**config.mk**
```make
export PLATFORM = sky130hd
export DESIGN_NAME = udp_tx_sched_flat
export DESIGN_NICKNAME = d
export VERILOG_FILES = /design/src/rtl/udp_tx_sched_if.sv /design/src/rtl/udp_tx_sched.sv /design/src/flat_wrapper.sv
export SDC_FILE = /design/constraint.sdc
export NUM_CORES = 1
export LEC_CHECK = 0
export ABC_CLOCK_PERIOD_IN_PS = 5200
export CORE_ASPECT_RATIO = 1.5
export CORE_MARGIN = 2
export CORE_UTILIZATION = 54
export DETAILED_ROUTE_END_ITERATION = 10
export GPL_ROUTABILITY_DRIVEN = 0
export PLACE_DENSITY = 0.95
export RECOVER_POWER = 100
export SYNTH_ARGS = -nofsm -noshare
export SYNTH_HDL_FRONTEND = slang
export SYNTH_SLANG_ARGS = --single-unit
```
**constraint.sdc**
```tcl
create_clock -name clk -period 5.2 [get_ports clk]
set_clock_uncertainty 0.15 [all_clocks]
set_input_delay 0.52 -clock clk [delete_from_list [all_inputs] [get_ports clk]]
set_output_delay 0.52 -clock clk [all_outputs]
set_load 0.01 [all_outputs]
```
**src/rtl/udp_tx_sched_if.sv**
```systemverilog
// Scheduler <-> udp_tx datapath link: start strobes, payload length and byte stream.
interface udp_tx_sched_if;
    logic        tx_start_en;
    logic        state_change;
    logic [15:0] tx_byte_num;
    logic [7:0]  tx_data;
    logic        tx_req;
    logic        tx_done;

    modport master (
        output tx_start_en, state_change, tx_byte_num, tx_data,
        input  tx_req, tx_done
    );

    modport slave (
        input  tx_start_en, state_change, tx_byte_num, tx_data,
        output tx_req, tx_done
    );
endinterface

```
**src/rtl/udp_tx_sched.sv**
```systemverilog
// Round-robin frame scheduler sharing one UDP transmit datapath between two packet sources.
//   state | meaning
//   IDLE  | waiting for a request; arbitrates round-robin
//   START | start strobes high for START_HOLD cycles
//   BUSY  | granted source streams bytes until tx_done or timeout
//   GAP   | inter-frame gap of IFG_CYCLES cycles
module udp_tx_sched #(
    parameter int START_HOLD     = 4,
    parameter int IFG_CYCLES     = 16,
    parameter int TIMEOUT_CYCLES = 65535,
    parameter int MAX_BYTES      = 1472
) (
    input  logic                  clk,
    input  logic                  rst_n,
    input  logic                  ch0_req,
    input  logic [15:0]           ch0_byte_num,
    output logic                  ch0_grant,
    output logic                  ch0_rd_en,
    input  logic [7:0]            ch0_rd_data,
    output logic                  ch0_done,
    input  logic                  ch1_req,
    input  logic [15:0]           ch1_byte_num,
    output logic                  ch1_grant,
    output logic                  ch1_rd_en,
    input  logic [7:0]            ch1_rd_data,
    output logic                  ch1_done,
    udp_tx_sched_if.master        dp,
    output logic                  busy,
    output logic                  timeout_err,
    output logic [15:0]           frame_cnt
);

    localparam logic [15:0] HOLD_LOAD = 16'(START_HOLD - 1);
    localparam logic [15:0] GAP_LOAD  = 16'(IFG_CYCLES - 1);
    localparam logic [15:0] TMO_LOAD  = 16'(TIMEOUT_CYCLES - 1);
    localparam logic [15:0] MAX_LEN   = 16'(MAX_BYTES);

    typedef enum logic [3:0] {
        IDLE  = 4'b0001,
        START = 4'b0010,
        BUSY  = 4'b0100,
        GAP   = 4'b1000
    } state_t;

    state_t      state_q, state_d;
    logic        sel_q, sel_d;
    logic        last_q, last_d;
    logic [15:0] byte_q, byte_d;
    logic [15:0] cnt_q, cnt_d;
    logic [15:0] tmo_q, tmo_d;
    logic        seen_q, seen_d;
    logic        done0_q, done0_d;
    logic        done1_q, done1_d;
    logic        terr_q, terr_d;
    logic [15:0] fcnt_q, fcnt_d;
    logic        pick;
    logic [15:0] pick_bytes;
    logic        in_frame;
    logic        finish;

    always_ff @(posedge clk or negedge rst_n) begin
        if (!rst_n) begin
            state_q <= IDLE;
            sel_q   <= 1'b0;
            last_q  <= 1'b1;
            byte_q  <= '0;
            cnt_q   <= '0;
            tmo_q   <= '0;
            seen_q  <= 1'b0;
            done0_q <= 1'b0;
            done1_q <= 1'b0;
            terr_q  <= 1'b0;
            fcnt_q  <= '0;
        end else begin
            state_q <= state_d;
            sel_q   <= sel_d;
            last_q  <= last_d;
            byte_q  <= byte_d;
            cnt_q   <= cnt_d;
            tmo_q   <= tmo_d;
            seen_q  <= seen_d;
            done0_q <= done0_d;
            done1_q <= done1_d;
            terr_q  <= terr_d;
            fcnt_q  <= fcnt_d;
        end
    end

    always_comb begin
        state_d    = state_q;
        sel_d      = sel_q;
        last_d     = last_q;
        byte_d     = byte_q;
        cnt_d      = cnt_q;
        tmo_d      = tmo_q;
        seen_d     = seen_q;
        done0_d    = 1'b0;
        done1_d    = 1'b0;
        terr_d     = 1'b0;
        fcnt_d     = fcnt_q;
        finish     = 1'b0;
        pick       = (ch0_req && ch1_req) ? ~last_q : ch1_req;
        pick_bytes = pick ? ch1_byte_num : ch0_byte_num;

        case (state_q)
            IDLE: begin
                if (ch0_req || ch1_req) begin
                    sel_d  = pick;
                    last_d = pick;
                    byte_d = (pick_bytes > MAX_LEN) ? MAX_LEN : pick_bytes;
                    if (pick_bytes == 16'd0) begin
                        // empty frame: report completion without touching the datapath
                        done0_d = ~pick;
                        done1_d = pick;
                        cnt_d   = GAP_LOAD;
                        state_d = GAP;
                    end else begin
                        cnt_d   = HOLD_LOAD;
                        tmo_d   = TMO_LOAD;
                        seen_d  = 1'b0;
                        state_d = START;
                    end
                end
            end
            START: begin
                tmo_d = tmo_q - 16'd1;
                if (dp.tx_done) seen_d = 1'b1;
                if (cnt_q == 16'd0) state_d = BUSY;
                else                cnt_d   = cnt_q - 16'd1;
            end
            BUSY: begin
                if (dp.tx_done || seen_q) begin
                    finish = 1'b1;
                    fcnt_d = fcnt_q + 16'd1;
                end else if (tmo_q == 16'd0) begin
                    finish = 1'b1;
                    terr_d = 1'b1;
                end else begin
                    tmo_d = tmo_q - 16'd1;
                end
                if (finish) begin
                    done0_d = ~sel_q;
                    done1_d = sel_q;
                    cnt_d   = GAP_LOAD;
                    state_d = GAP;
                end
            end
            GAP: begin
                if (cnt_q == 16'd0) state_d = IDLE;
                else                cnt_d   = cnt_q - 16'd1;
            end
            default: state_d = IDLE;
        endcase
    end

    assign in_frame        = (state_q == START) || (state_q == BUSY);
    assign ch0_grant       = in_frame & ~sel_q;
    assign ch1_grant       = in_frame & sel_q;
    assign ch0_rd_en       = dp.tx_req & ch0_grant;
    assign ch1_rd_en       = dp.tx_req & ch1_grant;
    assign ch0_done        = done0_q;
    assign ch1_done        = done1_q;
    assign dp.tx_start_en  = (state_q == START);
    assign dp.state_change = (state_q == START);
    assign dp.tx_byte_num  = byte_q;
    assign dp.tx_data      = sel_q ? ch1_rd_data : ch0_rd_data;
    assign busy            = (state_q != IDLE);
    assign timeout_err     = terr_q;
    assign frame_cnt       = fcnt_q;

endmodule

```
**src/flat_wrapper.sv**
```systemverilog
// flat-port wrapper written by rule: the top's interface ports become plain ports
module udp_tx_sched_flat 
#(
    parameter int START_HOLD     = 4,
    parameter int IFG_CYCLES     = 16,
    parameter int TIMEOUT_CYCLES = 65535,
    parameter int MAX_BYTES      = 1472
)
  (clk, rst_n, ch0_req, ch0_byte_num, ch0_grant, ch0_rd_en, ch0_rd_data, ch0_done, ch1_req, ch1_byte_num, ch1_grant, ch1_rd_en, ch1_rd_data, ch1_done, busy, timeout_err, frame_cnt, dp_tx_start_en, dp_state_change, dp_tx_byte_num, dp_tx_data, dp_tx_req, dp_tx_done);
  udp_tx_sched_if dp_i ();
  input  logic clk;
  input  logic rst_n;
  input  logic ch0_req;
  input  logic [15:0] ch0_byte_num;
  output logic ch0_grant;
  output logic ch0_rd_en;
  input  logic [7:0] ch0_rd_data;
  output logic ch0_done;
  input  logic ch1_req;
  input  logic [15:0] ch1_byte_num;
  output logic ch1_grant;
  output logic ch1_rd_en;
  input  logic [7:0] ch1_rd_data;
  output logic ch1_done;
  output logic busy;
  output logic timeout_err;
  output logic [15:0] frame_cnt;
  output wire logic [$bits(dp_i.tx_start_en)-1:0] dp_tx_start_en;
  output wire logic [$bits(dp_i.state_change)-1:0] dp_state_change;
  output wire logic [$bits(dp_i.tx_byte_num)-1:0] dp_tx_byte_num;
  output wire logic [$bits(dp_i.tx_data)-1:0] dp_tx_data;
  input wire logic [$bits(dp_i.tx_req)-1:0] dp_tx_req;
  input wire logic [$bits(dp_i.tx_done)-1:0] dp_tx_done;
  assign dp_tx_start_en = dp_i.tx_start_en;
  assign dp_state_change = dp_i.state_change;
  assign dp_tx_byte_num = dp_i.tx_byte_num;
  assign dp_tx_data = dp_i.tx_data;
  assign dp_i.tx_req = dp_tx_req;
  assign dp_i.tx_done = dp_tx_done;
  udp_tx_sched #(.START_HOLD(START_HOLD), .IFG_CYCLES(IFG_CYCLES), .TIMEOUT_CYCLES(TIMEOUT_CYCLES), .MAX_BYTES(MAX_BYTES)) u_core (.clk(clk), .rst_n(rst_n), .ch0_req(ch0_req), .ch0_byte_num(ch0_byte_num), .ch0_grant(ch0_grant), .ch0_rd_en(ch0_rd_en), .ch0_rd_data(ch0_rd_data), .ch0_done(ch0_done), .ch1_req(ch1_req), .ch1_byte_num(ch1_byte_num), .ch1_grant(ch1_grant), .ch1_rd_en(ch1_rd_en), .ch1_rd_data(ch1_rd_data), .ch1_done(ch1_done), .dp(dp_i), .busy(busy), .timeout_err(timeout_err), .frame_cnt(frame_cnt));
endmodule
```
Yosys cells after proc, flatten, opt, wreduce, memory -nomap -nowiden
Index checks and enable logic that the tools add are counted.
{"block": "totals", "ram_bits": 0, "input_bits": 54, "mem_bits_ro": 0, "mem_count": 0, "out_inout_bits": 50, "latchBits": 0, "elab_cells": 90, "ff_bits": 74}
{"block": "op_classes", "n_mul": 0, "eq_ne": 14, "order_cmp": 1, "n_mux": 37, "n_bitwise": 7, "n_div": 0, "add_sub_neg": 3, "reduce_logical": 17, "n_shift": 0}
{"operator": "16-bit 2-to-1 mux", "n": 9}
{"operator": "16-bit case mux with 3 select lines", "n": 2}
{"operator": "16-bit logical NOT", "n": 3}
{"operator": "16-bit by 1-bit subtractor with 16-bit output, second input constant", "n": 2}
{"operator": "4-bit 2-to-1 mux", "n": 6}
{"operator": "16-bit by 1-bit adder with 16-bit output, second input constant", "n": 1}
{"operator": "16-bit by 11-bit > comparator with 1-bit output, second input constant", "n": 1}
{"operator": "4-bit case mux with 4 select lines", "n": 1}
{"operator": "1-bit 2-to-1 mux", "n": 15}
{"operator": "4-bit AND reduction", "n": 3}
{"operator": "2-bit by 1-bit != test with 1-bit output, second input constant", "n": 5}
{"operator": "8-bit 2-to-1 mux", "n": 1}
{"operator": "2-bit != test, second input constant", "n": 4}
{"operator": "1-bit case mux with 2 select lines", "n": 3}
{"operator": "3-bit nonzero test", "n": 2}
{"operator": "5-bit AND reduction", "n": 1}
{"operator": "1-bit AND", "n": 4}
{"operator": "4-bit by 1-bit == test with 1-bit output, second input constant", "n": 1}
{"operator": "4-bit by 2-bit == test with 1-bit output, second input constant", "n": 1}
{"operator": "4-bit by 3-bit == test with 1-bit output, second input constant", "n": 1}
{"operator": "4-bit == test, second input constant", "n": 1}
{"operator": "4-bit by 1-bit != test with 1-bit output, second input constant", "n": 1}
{"operator": "2-bit AND reduction", "n": 2}
{"operator": "1-bit logical OR", "n": 3}
{"operator": "other kinds (4)", "n": 6}

Depth between registers and ports, before layout
{"block": "depth", "depth_word": 7, "ltp_mapped": 9, "depth_no_buf": 7}

Worst setup path after synthesis
Ideal clock, no wire load.
{"block": "synth_path", "path_type": "reg-to-reg", "from": "reg u_core.tmo_q[0]", "to": "reg u_core.cnt_q[7]", "arrival_ns": 2.056, "path_slack_ns": 2.916, "synth_period_minus_slack_ns": 2.284, "path_stages_with_launch": 9, "cell_sequence": "dfrtp_1 > inv_1 > ha_1 > nor4b_1 > and4_1 > buf_4 > o21ai_2 > or4_1 > a21oi_1"}
{"block": "synth_via", "elab_chain_cells": 6}
{"item": "start, declared", "line": "udp_tx_sched.sv:50", "source": "logic [15:0] tmo_q, tmo_d;"}
{"item": "start signal, assigned", "line": "udp_tx_sched.sv:80", "source": "tmo_q <= tmo_d;"}
{"item": "16-bit logical NOT", "line": "udp_tx_sched.sv:135", "source": "end else if (tmo_q == 16'd0) begin"}
{"item": "1-bit 2-to-1 mux", "line": "udp_tx_sched.sv:135"}
{"item": "1-bit 2-to-1 mux", "line": "udp_tx_sched.sv:132", "source": "if (dp.tx_done || seen_q) begin"}
{"item": "1-bit 2-to-1 mux", "line": "udp_tx_sched.sv:105", "source": "case (state_q)"}
{"item": "2-bit by 1-bit != test with 1-bit output (no line)"}
{"item": "4-bit AND reduction (no line)"}
{"item": "end signal, assigned", "line": "udp_tx_sched.sv:79", "source": "cnt_q <= cnt_d;"}
{"item": "end, declared", "line": "udp_tx_sched.sv:49", "source": "logic [15:0] cnt_q, cnt_d;"}
No other way between the ends. The select of a mux whose other input is x is not followed.
A chain may end at the register's enable or synchronous reset.

Worst setup path after layout
{"block": "layout_path", "from": "reg u_core.state_q[3]", "to": "out dp_tx_start_en"}
{"block": "layout_via", "elab_chain_cells": 1}
{"item": "start, declared", "line": "udp_tx_sched.sv:45", "source": "state_t state_q, state_d;"}
{"item": "start signal, assigned", "line": "udp_tx_sched.sv:75", "source": "state_q <= state_d;"}
{"item": "4-bit by 2-bit == test with 1-bit output", "line": "udp_tx_sched.sv:163", "source": "assign dp.tx_start_en = (state_q == START);"}
{"item": "end, declared", "line": "flat_wrapper.sv:28", "source": "output wire logic [$bits(dp_i.tx_start_en)-1:0] dp_tx_start_en;"}
No other way between the ends.

==> flow_metrics.py <==
metrics = {
    "logic_synthesis": {
        "muxShareOfSynthArea": 0.0465,
        "syn_area_um2": 4140,
        "async_flop_share": 1.00,
        "synth_nets": 477,
        "synth_xor_area_frac": 0.0399,
        "ys.flop_type": "dfrtp_1",
        "synth_warnings": 0,
        "synth_top_family_by_area": "simple AND/OR/NAND/NOR gates",
        "synth.area.top_cells": "dfrtp_1 43%, nand2_1 3.9%, mux2_2 2.7%",
        "syn_inst": 419,
        "ys_seq_elements": 74,
        "synth_edf_count": 0,
        "ys_seq_area_frac": 0.447,
        "postSynthAreaPerCell_um2": 9.89,
        "ys_top_cells_by_count": "72 x dfrtp_1, 43 x nand2_1, 29 x nor2_1, 17 x nand3_1, 17 x nor4_1",
        "yosysMostFrequentCell": "dfrtp_1",
        "synth_top_area_cell": "dfrtp_1",
        "synth_top_area_frac": 0.435,
        "synthAdderAreaFrac": 0.0121,
        "synth_compound_area_frac": 0.154,
        "synth_simple_gate_area_frac": 0.271,
        "yosys.cell_types.count": 73,
    },
    "status": {
        "violations": "capacitance limit, slew limit",
        "outcome": "complete, but fails checks",
    },
    "power_and_ir_drop": {
        "leakagePower_nw": 2.24,
        "p_sw_w": 0.000886,
        "irDropWorstVdd_mv": 0.306,
        "power.density_nw_per_um2": 432,
        "p_total_w": 0.00238,
        "pwr-share-comb": 0.356,
        "power_frac_seq": 0.336,
        "internal_power_w": 0.00150,
        "p_clk_frac": 0.308,
        "switching_share": 0.372,
    },
    "setup_path": {
        "r2r-end": "u_core.tmo_q[9]",
        "critPathMaxFanout": 10,
        "rrSetupSlack_ns": 1.64,
        "worstSetupStartpoint": "u_core.state_q[3]",
        "crit_end": "dp_tx_start_en",
        "critPathArrivalTime_ns": 2.92,
        "crit_path_end_kind": "primary output",
        "r2r_cells": 4,
        "worstPathRequired_ns": 4.53,
        "start_kind": "flip-flop",
        "r2r_start": "u_core.state_q[3]",
        "worstSetupPathType": "reg2out",
    },
    "cells_and_area": {
        "fin_area_um2": 5520,
        "final_cells": 628,
        "finalNetCount": 579,
        "n_fill_cell": 517,
        "diodes": 0,
        "area_delta_synth_final_pct": 33.2,
        "drive_gt1_frac": 0.0837,
    },
    "placed_design": {
        "dpl.cell_count": 612,
        "port-buffer-count": 103,
        "hpwl_um": 8240,
        "post_dp_cell_area_um2": 5230,
        "pre_cts_ws_ns": 2.14,
    },
    "cts": {
        "clk_latency_ns": 0.34,
        "postCtsSetupBuffers": 0,
        "cts_hold_repair.buffers": 0,
        "post_cts_resized": 0,
        "htree_levels": 3,
        "cts-buffers-inserted": 9,
        "cts_buffer_depth": 2,
        "clkTransAtPathRegs_ns": 0.06,
        "cts_tree": "yes",
        "cts-root-buf": "clkbuf_16",
        "cts.sinks": 74,
    },
    "timing": {
        "setup_slack_ns": 1.61,
        "hold_viol_final": 0,
        "final_max_slew_viol_count": 26,
        "setup_violations": 0,
        "slew_headroom": -0.105,
        "setup_tns_ns": 0,
        "max_freq_ghz": 0.279,
        "worst_pin_slew_ns": 1.64,
        "fin_crit_sh": 0.690,
        "rsz0062_at_grt": "false",
        "finalWorstPathRequiredPeriod_ns": 3.59,
    },
    "global_routing": {
        "globalRouteOverflowTotal": 0,
        "grt_util_all_layers": 0.305,
        "grt_start_max_net_pins": 75,
        "antenna_found_initial": 0,
        "grt_pass1_wl_um": 19800,
        "grt_pass1_vias": 4159,
    },
    "routing": {
        "ant_nets": 0,
        "dr.pass1.iters": 6,
        "wl_per_cell_um": 19.1,
        "drtIter0Drc": 327,
        "drc": 0,
        "vias": 4024,
        "drt_wl_total_um": 12000,
        "via_per_inst": 6.41,
    },
    "floorplan": {
        "start_util": 0.551,
        "io_pins": 104,
        "core_um2": 7510,
        "chipWidth_um": 75.5,
        "rows": 39,
        "dieArea_um2": 8410,
        "die_h_um": 111,
    },
    "job": {
        "drv_cap": 2,
    },
    "min_path": {
        "hp-class": "in2async",
    },
}
==> power groups by stage <==
stage	combinational [W]	sequential (W)	clock, W
floorplan	0.000636	0.000746	0
global placement	0.000823	0.000801	0
detailed placement	0.000859	0.000808	0
CTS	0.000872	0.000804	0.000737
global route	0.000924	0.000809	0.000761
finish	0.000849	0.000800	0.000734
==> through the flow <==
step,util,hold WS [ns]
after floorplan,-,0.0744
after global placement,0.696,0.311
after detailed placement,0.696,0.312
after CTS,0.742,0.278
after global routing,0.734,0.327
final,0.734,0.244
==> sequential cells by signal, indices dropped and copies added (netlist names) <==
| register | flops |
|---|---|
| u_core.dp.tx_byte_num | 16 |
| u_core.frame_cnt | 16 |
| u_core.seen_q | 1 |
| u_core.sel_q | 1 |
| u_core.tmo_q | 16 |
| u_core.ch1_done | 1 |
| u_core.last_q | 1 |
| u_core.timeout_err | 1 |
| u_core.state_q | 4 |
| u_core.cnt_q | 16 |
| u_core.ch0_done | 1 |
==> cell families after synthesis <==
kind of cell               Yosys count
DFF                                 74
xor gates and xnor gates            18
AOI/OAI and AO/OA                   93
adders and majority gates            4
and+or+nand+nor                    189
muxes                               18
buffers and inverters               23
==> layout by cell type (no fill, tap or decap), types with 8 or more instances in the layout <==
cell,count
dfrtp_1,72
clkdlybuf4s50_1,53
dlygate4sd3_1,49
nand2_1,43
nor2_1,31
o21ai_0,25
nor4_1,18
nand3_1,17
a21oi_1,16
or4_1,14
or3_1,13
xnor2_1,11
o31ai_1,11
mux2_2,10
nand4_1,10
clkbuf_16,9
nor3_1,8
mux2i_1,8
==> worst max-delay path: stages (launching register included) <==
cell           delay, ns
dfrtp_1             0.51
nor4b_1             1.29
dlygate4sd3_1       0.78
==> worst min-delay path by stage <==
stage                     slack, ns  cells past startpoint                   endpoint                 start
after floorplan                0.07                      0            u_core.ch0_done                 rst_n
after global placement         0.31                      1       u_core.frame_cnt[15]  u_core.frame_cnt[15]
after detailed placement       0.31                      1       u_core.frame_cnt[15]  u_core.frame_cnt[15]
after CTS                      0.28                      2  u_core.dp.tx_byte_num[15]                 rst_n
after global routing           0.33                      2  u_core.dp.tx_byte_num[12]                 rst_n
final                          0.24                      2  u_core.dp.tx_byte_num[15]                 rst_n
==> layer usage <==
metal,track usage,routed length [µm],vias up
met4,0.129,340,0
met3,0.0700,753,42
met2,0.512,6570,219
met5,0,0,-
li1,-,-,1806
met1,0.362,4320,1957
==> final cells by class <==
class	count	area [µm²]	share of cell area
Sequential cell	74	1850	0.336
Clock buffer	10	239	0.0433
Clock inverter	6	113	0.0204
Timing Repair Buffer	106	1050	0.190
Inverter	8	30.0	0.00544
Multi-Input combinational cell	322	2110	0.382
Tap cell	102	128	0.0231
No activity file was read; power rests on OpenSTA's default activity.
